===== config.mk =====
export PLATFORM = sky130hd
export DESIGN_NAME = dma_csr_engine
export DESIGN_NICKNAME = d
export VERILOG_FILES = /design/src/rtl/dma_pkg.sv /design/src/rtl/dma_rr_arbiter.sv /design/src/rtl/dma_csr_engine.sv
export SDC_FILE = /design/constraint.sdc
export NUM_CORES = 2
export LEC_CHECK = 0
export BUFFER_PORTS_ARGS = -buffer_cell sky130_fd_sc_hd__buf_2
export CORE_MARGIN = 2
export CORE_UTILIZATION = 65
export DETAILED_ROUTE_END_ITERATION = 16
export PLACE_DENSITY = 0.87
export SLEW_MARGIN = 20
export SYNTH_ARGS = -nofsm -noshare
export SYNTH_HDL_FRONTEND = slang
export SYNTH_SLANG_ARGS = --single-unit

===== constraint.sdc =====
create_clock -name clk -period 5.55 [get_ports clk]
set_input_delay 0.8325 -clock clk [delete_from_list [all_inputs] [get_ports clk]]
set_output_delay 0.8325 -clock clk [all_outputs]
set_load 0.02 [all_outputs]

===== src/rtl/dma_pkg.sv =====
// Shared definitions for the DMA CSR engine: register map, CTRL/STATUS bit
// positions and the engine state encoding.
package dma_pkg;

  localparam int CH_STRIDE = 32;
  localparam int CH_SHIFT  = $clog2(CH_STRIDE);

  localparam logic [CH_SHIFT-1:0] OFF_SRC    = 5'h00;
  localparam logic [CH_SHIFT-1:0] OFF_DST    = 5'h04;
  localparam logic [CH_SHIFT-1:0] OFF_LEN    = 5'h08;
  localparam logic [CH_SHIFT-1:0] OFF_CTRL   = 5'h0C;
  localparam logic [CH_SHIFT-1:0] OFF_STATUS = 5'h10;

  localparam int CTRL_START  = 0;
  localparam int CTRL_IRQ_EN = 1;
  localparam int CTRL_ABORT  = 2;

  localparam int STAT_BUSY    = 0;
  localparam int STAT_DONE    = 1;
  localparam int STAT_ABORTED = 2;

  typedef enum logic [1:0] {
    IDLE = 2'd0,
    LOAD = 2'd1,
    XFER = 2'd2
  } dma_state_e;

endpackage


===== src/rtl/dma_rr_arbiter.sv =====
// Round-robin channel picker: first requester at or after ptr_i, wrapping.
module dma_rr_arbiter #(
  parameter int NUM_CH = 4,
  localparam int CH_W  = (NUM_CH > 1) ? $clog2(NUM_CH) : 1
) (
  input  logic [NUM_CH-1:0] req_i,
  input  logic [CH_W-1:0]   ptr_i,
  output logic [CH_W-1:0]   gnt_idx_o,
  output logic              gnt_vld_o
);

  // Scan from the farthest candidate back so the nearest requester wins last.
  always_comb begin
    gnt_vld_o = 1'b0;
    gnt_idx_o = '0;
    for (int i = NUM_CH - 1; i >= 0; i--) begin
      if (req_i[(int'(ptr_i) + i) % NUM_CH]) begin
        gnt_vld_o = 1'b1;
        gnt_idx_o = CH_W'((int'(ptr_i) + i) % NUM_CH);
      end
    end
  end

endmodule


===== src/rtl/dma_csr_engine.sv =====
// Multi-channel DMA engine: per-channel CSRs on a simple register bus and a
// single IDLE/LOAD/XFER engine that serves busy channels round-robin.
module dma_csr_engine
  import dma_pkg::*;
#(
  parameter int DATA_W = 32,
  parameter int ADDR_W = 32,
  parameter int NUM_CH = 4,
  localparam int CH_W  = (NUM_CH > 1) ? $clog2(NUM_CH) : 1
) (
  input  logic              clk,
  input  logic              rst,
  input  logic              wr_en,
  input  logic              rd_en,
  input  logic [ADDR_W-1:0] addr,
  input  logic [DATA_W-1:0] wdata,
  output logic [DATA_W-1:0] rdata,
  output logic              rvalid,
  output logic              err,
  output logic              xfer_valid,
  input  logic              xfer_ready,
  output logic [CH_W-1:0]   xfer_ch,
  output logic [ADDR_W-1:0] xfer_src,
  output logic [ADDR_W-1:0] xfer_dst,
  output logic [NUM_CH-1:0] irq
);

  localparam int BEAT_B = DATA_W / 8;

  dma_state_e        state_q, state_d;
  logic [CH_W-1:0]   act_q, act_d;
  logic [CH_W-1:0]   ptr_q, ptr_d;
  logic [ADDR_W-1:0] csrc_q, csrc_d, cdst_q, cdst_d;
  logic [DATA_W-1:0] crem_q, crem_d;

  logic [ADDR_W-1:0] src_q [NUM_CH];
  logic [ADDR_W-1:0] src_d [NUM_CH];
  logic [ADDR_W-1:0] dst_q [NUM_CH];
  logic [ADDR_W-1:0] dst_d [NUM_CH];
  logic [DATA_W-1:0] len_q [NUM_CH];
  logic [DATA_W-1:0] len_d [NUM_CH];
  logic [NUM_CH-1:0] irqen_q, irqen_d, busy_q, busy_d;
  logic [NUM_CH-1:0] done_q, done_d, abrt_q, abrt_d;

  logic [DATA_W-1:0] rdata_q, rdata_d;
  logic              rvalid_q, rvalid_d, err_q, err_d;

  logic [ADDR_W-1:0]   ch_full;
  logic [CH_SHIFT-1:0] off;
  logic [CH_W-1:0]     ch;
  logic                off_ok, bad, wr_ok, rd_ok;
  logic [CH_W-1:0]     gnt_idx;
  logic                gnt_vld;
  logic                complete, abort_req;

  // Address decode: channel index above the per-channel window, offset within.
  always_comb begin
    ch_full = addr >> CH_SHIFT;
    off     = addr[CH_SHIFT-1:0];
    ch      = ch_full[CH_W-1:0];
    off_ok  = (off == OFF_SRC) || (off == OFF_DST) || (off == OFF_LEN) ||
              (off == OFF_CTRL) || (off == OFF_STATUS);
    bad     = !off_ok || (ch_full >= ADDR_W'(NUM_CH)) || (wr_en && rd_en);
    wr_ok   = wr_en && !bad;
    rd_ok   = rd_en && !bad;
  end

  dma_rr_arbiter #(.NUM_CH(NUM_CH)) u_arb (
    .req_i     (busy_q),
    .ptr_i     (ptr_q),
    .gnt_idx_o (gnt_idx),
    .gnt_vld_o (gnt_vld)
  );

  always_comb begin
    state_d   = state_q;
    act_d     = act_q;
    ptr_d     = ptr_q;
    csrc_d    = csrc_q;
    cdst_d    = cdst_q;
    crem_d    = crem_q;
    src_d     = src_q;
    dst_d     = dst_q;
    len_d     = len_q;
    irqen_d   = irqen_q;
    busy_d    = busy_q;
    done_d    = done_q;
    abrt_d    = abrt_q;
    rdata_d   = '0;
    rvalid_d  = rd_en;
    err_d     = (wr_en || rd_en) && bad;
    complete  = 1'b0;
    abort_req = 1'b0;

    if (rd_ok) begin
      case (off)
        OFF_SRC:    rdata_d = DATA_W'(src_q[ch]);
        OFF_DST:    rdata_d = DATA_W'(dst_q[ch]);
        OFF_LEN:    rdata_d = len_q[ch];
        OFF_CTRL:   rdata_d = DATA_W'(irqen_q[ch]) << CTRL_IRQ_EN;
        OFF_STATUS: rdata_d = (DATA_W'(busy_q[ch]) << STAT_BUSY) |
                              (DATA_W'(done_q[ch]) << STAT_DONE) |
                              (DATA_W'(abrt_q[ch]) << STAT_ABORTED);
        default:    rdata_d = '0;
      endcase
    end

    // Transfer parameters are frozen while a channel is busy.
    if (wr_ok) begin
      case (off)
        OFF_SRC: if (!busy_q[ch]) src_d[ch] = ADDR_W'(wdata);
        OFF_DST: if (!busy_q[ch]) dst_d[ch] = ADDR_W'(wdata);
        OFF_LEN: if (!busy_q[ch]) len_d[ch] = wdata;
        OFF_CTRL: begin
          irqen_d[ch] = wdata[CTRL_IRQ_EN];
          if (wdata[CTRL_START] && !busy_q[ch]) busy_d[ch] = 1'b1;
          if (wdata[CTRL_ABORT] && busy_q[ch])  abort_req   = 1'b1;
        end
        OFF_STATUS: begin
          if (wdata[STAT_DONE])    done_d[ch] = 1'b0;
          if (wdata[STAT_ABORTED]) abrt_d[ch] = 1'b0;
        end
        default: ;
      endcase
    end

    case (state_q)
      IDLE: begin
        if (gnt_vld) begin
          state_d = LOAD;
          act_d   = gnt_idx;
          ptr_d   = (gnt_idx == CH_W'(NUM_CH - 1)) ? '0 : gnt_idx + 1'b1;
        end
      end
      LOAD: begin
        // Channel may have been aborted while it was being granted.
        if (!busy_q[act_q]) begin
          state_d = IDLE;
        end else if (len_q[act_q] == '0) begin
          complete = 1'b1;
          state_d  = IDLE;
        end else begin
          csrc_d  = src_q[act_q];
          cdst_d  = dst_q[act_q];
          crem_d  = len_q[act_q];
          state_d = XFER;
        end
      end
      XFER: begin
        if (xfer_ready) begin
          csrc_d = csrc_q + ADDR_W'(BEAT_B);
          cdst_d = cdst_q + ADDR_W'(BEAT_B);
          crem_d = crem_q - 1'b1;
          if (crem_q == DATA_W'(1)) begin
            complete = 1'b1;
            state_d  = IDLE;
          end
        end
      end
      default: state_d = IDLE;
    endcase

    // Hardware set happens after the W1C clears so set wins on a collision.
    if (complete) begin
      busy_d[act_q] = 1'b0;
      done_d[act_q] = 1'b1;
    end
    if (abort_req && !(complete && ch == act_q)) begin
      busy_d[ch] = 1'b0;
      abrt_d[ch] = 1'b1;
      if (state_q != IDLE && ch == act_q) state_d = IDLE;
    end
  end

  always_ff @(posedge clk) begin
    if (rst) begin
      state_q  <= IDLE;
      act_q    <= '0;
      ptr_q    <= '0;
      csrc_q   <= '0;
      cdst_q   <= '0;
      crem_q   <= '0;
      irqen_q  <= '0;
      busy_q   <= '0;
      done_q   <= '0;
      abrt_q   <= '0;
      rdata_q  <= '0;
      rvalid_q <= 1'b0;
      err_q    <= 1'b0;
      for (int c = 0; c < NUM_CH; c++) begin
        src_q[c] <= '0;
        dst_q[c] <= '0;
        len_q[c] <= '0;
      end
    end else begin
      state_q  <= state_d;
      act_q    <= act_d;
      ptr_q    <= ptr_d;
      csrc_q   <= csrc_d;
      cdst_q   <= cdst_d;
      crem_q   <= crem_d;
      irqen_q  <= irqen_d;
      busy_q   <= busy_d;
      done_q   <= done_d;
      abrt_q   <= abrt_d;
      rdata_q  <= rdata_d;
      rvalid_q <= rvalid_d;
      err_q    <= err_d;
      src_q    <= src_d;
      dst_q    <= dst_d;
      len_q    <= len_d;
    end
  end

  assign rdata      = rdata_q;
  assign rvalid     = rvalid_q;
  assign err        = err_q;
  assign xfer_valid = (state_q == XFER);
  assign xfer_ch    = act_q;
  assign xfer_src   = csrc_q;
  assign xfer_dst   = cdst_q;
  assign irq        = done_q & irqen_q;

endmodule


==> results.json <==
{
  "yosysUniqueCellTypes": 69,
  "pwr-share-clk_pct": 46.9,
  "grt_pass1_wl_um": 129000,
  "setup_viol": 0,
  "ios": 174,
  "postSynthCellCount": 2660,
  "syn_nets": 2737,
  "synth_edf_count": 0,
  "ctsHoldBuffers": 0,
  "async_reset_ff_share_pct": 0,
  "hold_depth": 2,
  "period_minus_slack_ns": 4.29,
  "crit_fanout": 79,
  "status": "finished, final reports clean",
  "yosysMostFrequentCell": "dfxtp_1",
  "vias_per_cell": 7.14,
  "die_w_um": 209,
  "io_buffer_count": 173,
  "synth.avg_cell_area_um2": 10.3,
  "synthTopCellsByCount": "dfxtp_1 (536), nor2_1 (442), mux2i_1 (391), mux4_2 (197), clkbuf_1 (169)",
  "rows": 75,
  "switching_share_pct": 22.7,
  "synthTopCellsByArea": "dfxtp_1 (39%), mux4_2 (16%), mux2i_1 (14%)",
  "p_switching_mw": 1.75,
  "powerDensity_nw_per_um2": 258,
  "drt-initial-drc-count": 3830,
  "area_delta_synth_final_pct": 9.15,
  "synth_ff_type": "dfxtp_1",
  "drt_wl_total_um": 84000,
  "internal_power_mw": 5.96,
  "synth_top_area_share_pct": 39.2,
  "fmax_mhz": 233,
  "p_leak_nw": 9.99,
  "cp-end-kind": "flop",
  "cts_tree": "done",
  "final_nets": 2751,
  "clkLatencyLatePin_ns": 0.61,
  "total_power_mw": 7.71,
  "min_period_over_period_pct": 77.3,
  "slew_headroom_pct": 22.7,
  "vias": 23200,
  "worstMarginPinSlew_ns": 1.16,
  "cts_resized": 0,
  "synth_top_cell_by_area": "dfxtp_1",
  "rsz0062_at_grt": "no",
  "fin_util_pct": 71.6,
  "grt.total_usage_pct": 37.7,
  "cts_setup_buffers": 0,
  "p_comb_share_pct": 3.2,
  "synth-seq-cells": 536,
  "start_kind": "flop",
  "syn_area_um2": 27400,
  "dieArea_um2": 43800,
  "required_ns": 6.06,
  "drtPass1Iterations": 8,
  "finalHoldViolations": 0,
  "drc_errors": 0,
  "cts_buffers": 53,
  "clock_path_buffers": 3,
  "cts.root.buffer_cell": "clkbuf_16",
  "slew_viol_final": 0,
  "drive_gt1_share_pct": 20.5,
  "skew_ns": 0.0170,
  "ir_drop_v": 0.000236,
  "maxCapViolCount": 0,
  "seq_power_share_pct": 49.9,
  "rr_worst_depth": 8,
  "initial_core_util_pct": 65.6,
  "hp-class": "reg -> reg",
  "drt-wirelength-per-cell_um": 25.8,
  "grt_pass1_vias": 23000,
  "clk_pin_slew_ns": 0.06,
  "cp.arrival_ns": 4.80,
  "htreeDepth": 2,
  "setup_tns_ns": 0,
  "ant_nets": 0,
  "clock-sinks": 536,
  "yosys_warnings": 0,
  "coreArea_um2": 41800,
  "critPathKind": "reg -> reg",
  "die_h_um": 209,
  "seq_area_frac_synth_pct": 39.2,
  "gp_congestion": 0.937,
  "antenna_found_initial": 9,
  "dp_hpwl_um": 51300,
  "grt-ovfl-total": 0,
  "grt_max_degree": 165
}
## power by group through the flow
stage / combinational [mW] / sequential, mW / clock (mW)
CTS: 0.239 / 3.85 / 3.62
finish: 0.245 / 3.85 / 3.61
detailed placement: 0.237 / 3.93 / 0
global route: 0.255 / 3.84 / 3.75
floorplan: 0.162 / 3.93 / 0
global placement: 0.233 / 3.93 / 0
## path summary, 6_finish.rpt
kind                                start                         to  slack [ns]
setup / recovery  xfer_ch[0]$_SDFFE_PP0P_  xfer_dst[25]$_SDFFE_PP0P_        1.26
hold / removal    crem_q[21]$_SDFFE_PP0P_    crem_q[21]$_SDFFE_PP0P_        0.48
setup reg to reg  xfer_ch[0]$_SDFFE_PP0P_  xfer_dst[25]$_SDFFE_PP0P_        1.26
hold reg to reg   crem_q[21]$_SDFFE_PP0P_    crem_q[21]$_SDFFE_PP0P_        0.48
## routing by layer
layer  vias up  part of all wire (%)  global-route usage [%]  wire length [µm]
met3       406                    13                    9.17             10600
li1       9884                     -                       -                 -
met2      1639                    45                    59.0             38100
met5         -                 0.092                       0                77
met4        10                   5.9                    22.4              4950
met1     11300                    36                    47.7             30300
## logic make-up after synthesis
logic type / Yosys count / synth area share [%]
buffers and inverters: 311 / 5.13
flip-flops: 536 / 39.2
AND/OR/NAND/NOR: 780 / 13.3
XOR/XNOR: 3 / 0.0960
multiplexers: 593 / 30.7
adder cells (fa/ha/maj): 8 / 0.366
AO/OA/AOI/OAI: 429 / 11.2
## layout make-up
cell class / count / area [µm²]
clock buffer: 75 / 1570
multi-input combinational: 1813 / 15300
clock inverter: 18 / 149
inverter: 50 / 190
antenna: 3 / 7.51
timing repair buffer: 220 / 1270
tap: 539 / 674
fill: 2728 / 11900
sequential: 536 / 10700
## per-stage QoR
stage	setup slack [ns]	hold slack (ns)	area (µm²)	instances
global route	1.09	0.501	29900	3252
floorplan	2.37	0.439	27400	2660
global placement	1.43	0.450	28200	3158
finish	1.26	0.477	29900	3254
CTS	1.39	0.475	29900	3251
detailed placement	1.36	0.465	28200	3158
## flip-flops by register name (all words and copies together), names as in the netlist, 2 cells and up
signal	count
crem_q	32
xfer_ch	2
len_q	128
abrt_q	4
src_q	128
irqen_q	4
rdata	32
done_q	4
busy_q	4
xfer_src	32
xfer_dst	32
ptr_q	2
state_q	2
dst_q	128
## cells in the final DEF (no fill, tap or decap), types with 14 or more instances in the layout
cell | Yosys | routed
o31a_1 | 18 | 18
nand3_1 | 24 | 24
and2_1 | 16 | 16
o21ai_0 | 24 | 24
o32ai_1 | 53 | 53
a22oi_1 | 64 | 64
nand4_1 | 23 | 23
and3_1 | 16 | 16
inv_1 | 49 | 48
a21oi_1 | 127 | 127
nor2_1 | 442 | 441
buf_2 | 33 | 170
a31oi_1 | 22 | 22
o221a_2 | 19 | 19
nor3_1 | 31 | 31
a2bb2oi_1 | 14 | 14
clkbuf_16 | 0 | 55
mux4_2 | 197 | 197
mux2i_1 | 391 | 391
nand2_1 | 130 | 130
dfxtp_1 | 536 | 534
buf_4 | 20 | 45
nor4_1 | 30 | 30
## critical path, stage by stage (launching register included)
cell     delay, ns
dfxtp_4       0.71
buf_12        0.36
mux4_2        0.63
nor4_1        0.61
nand4_1       0.31
o21ai_4       0.22
buf_4         0.77
a22oi_1       0.20
o221a_2       0.29
(Power assumes the default switching activity.)
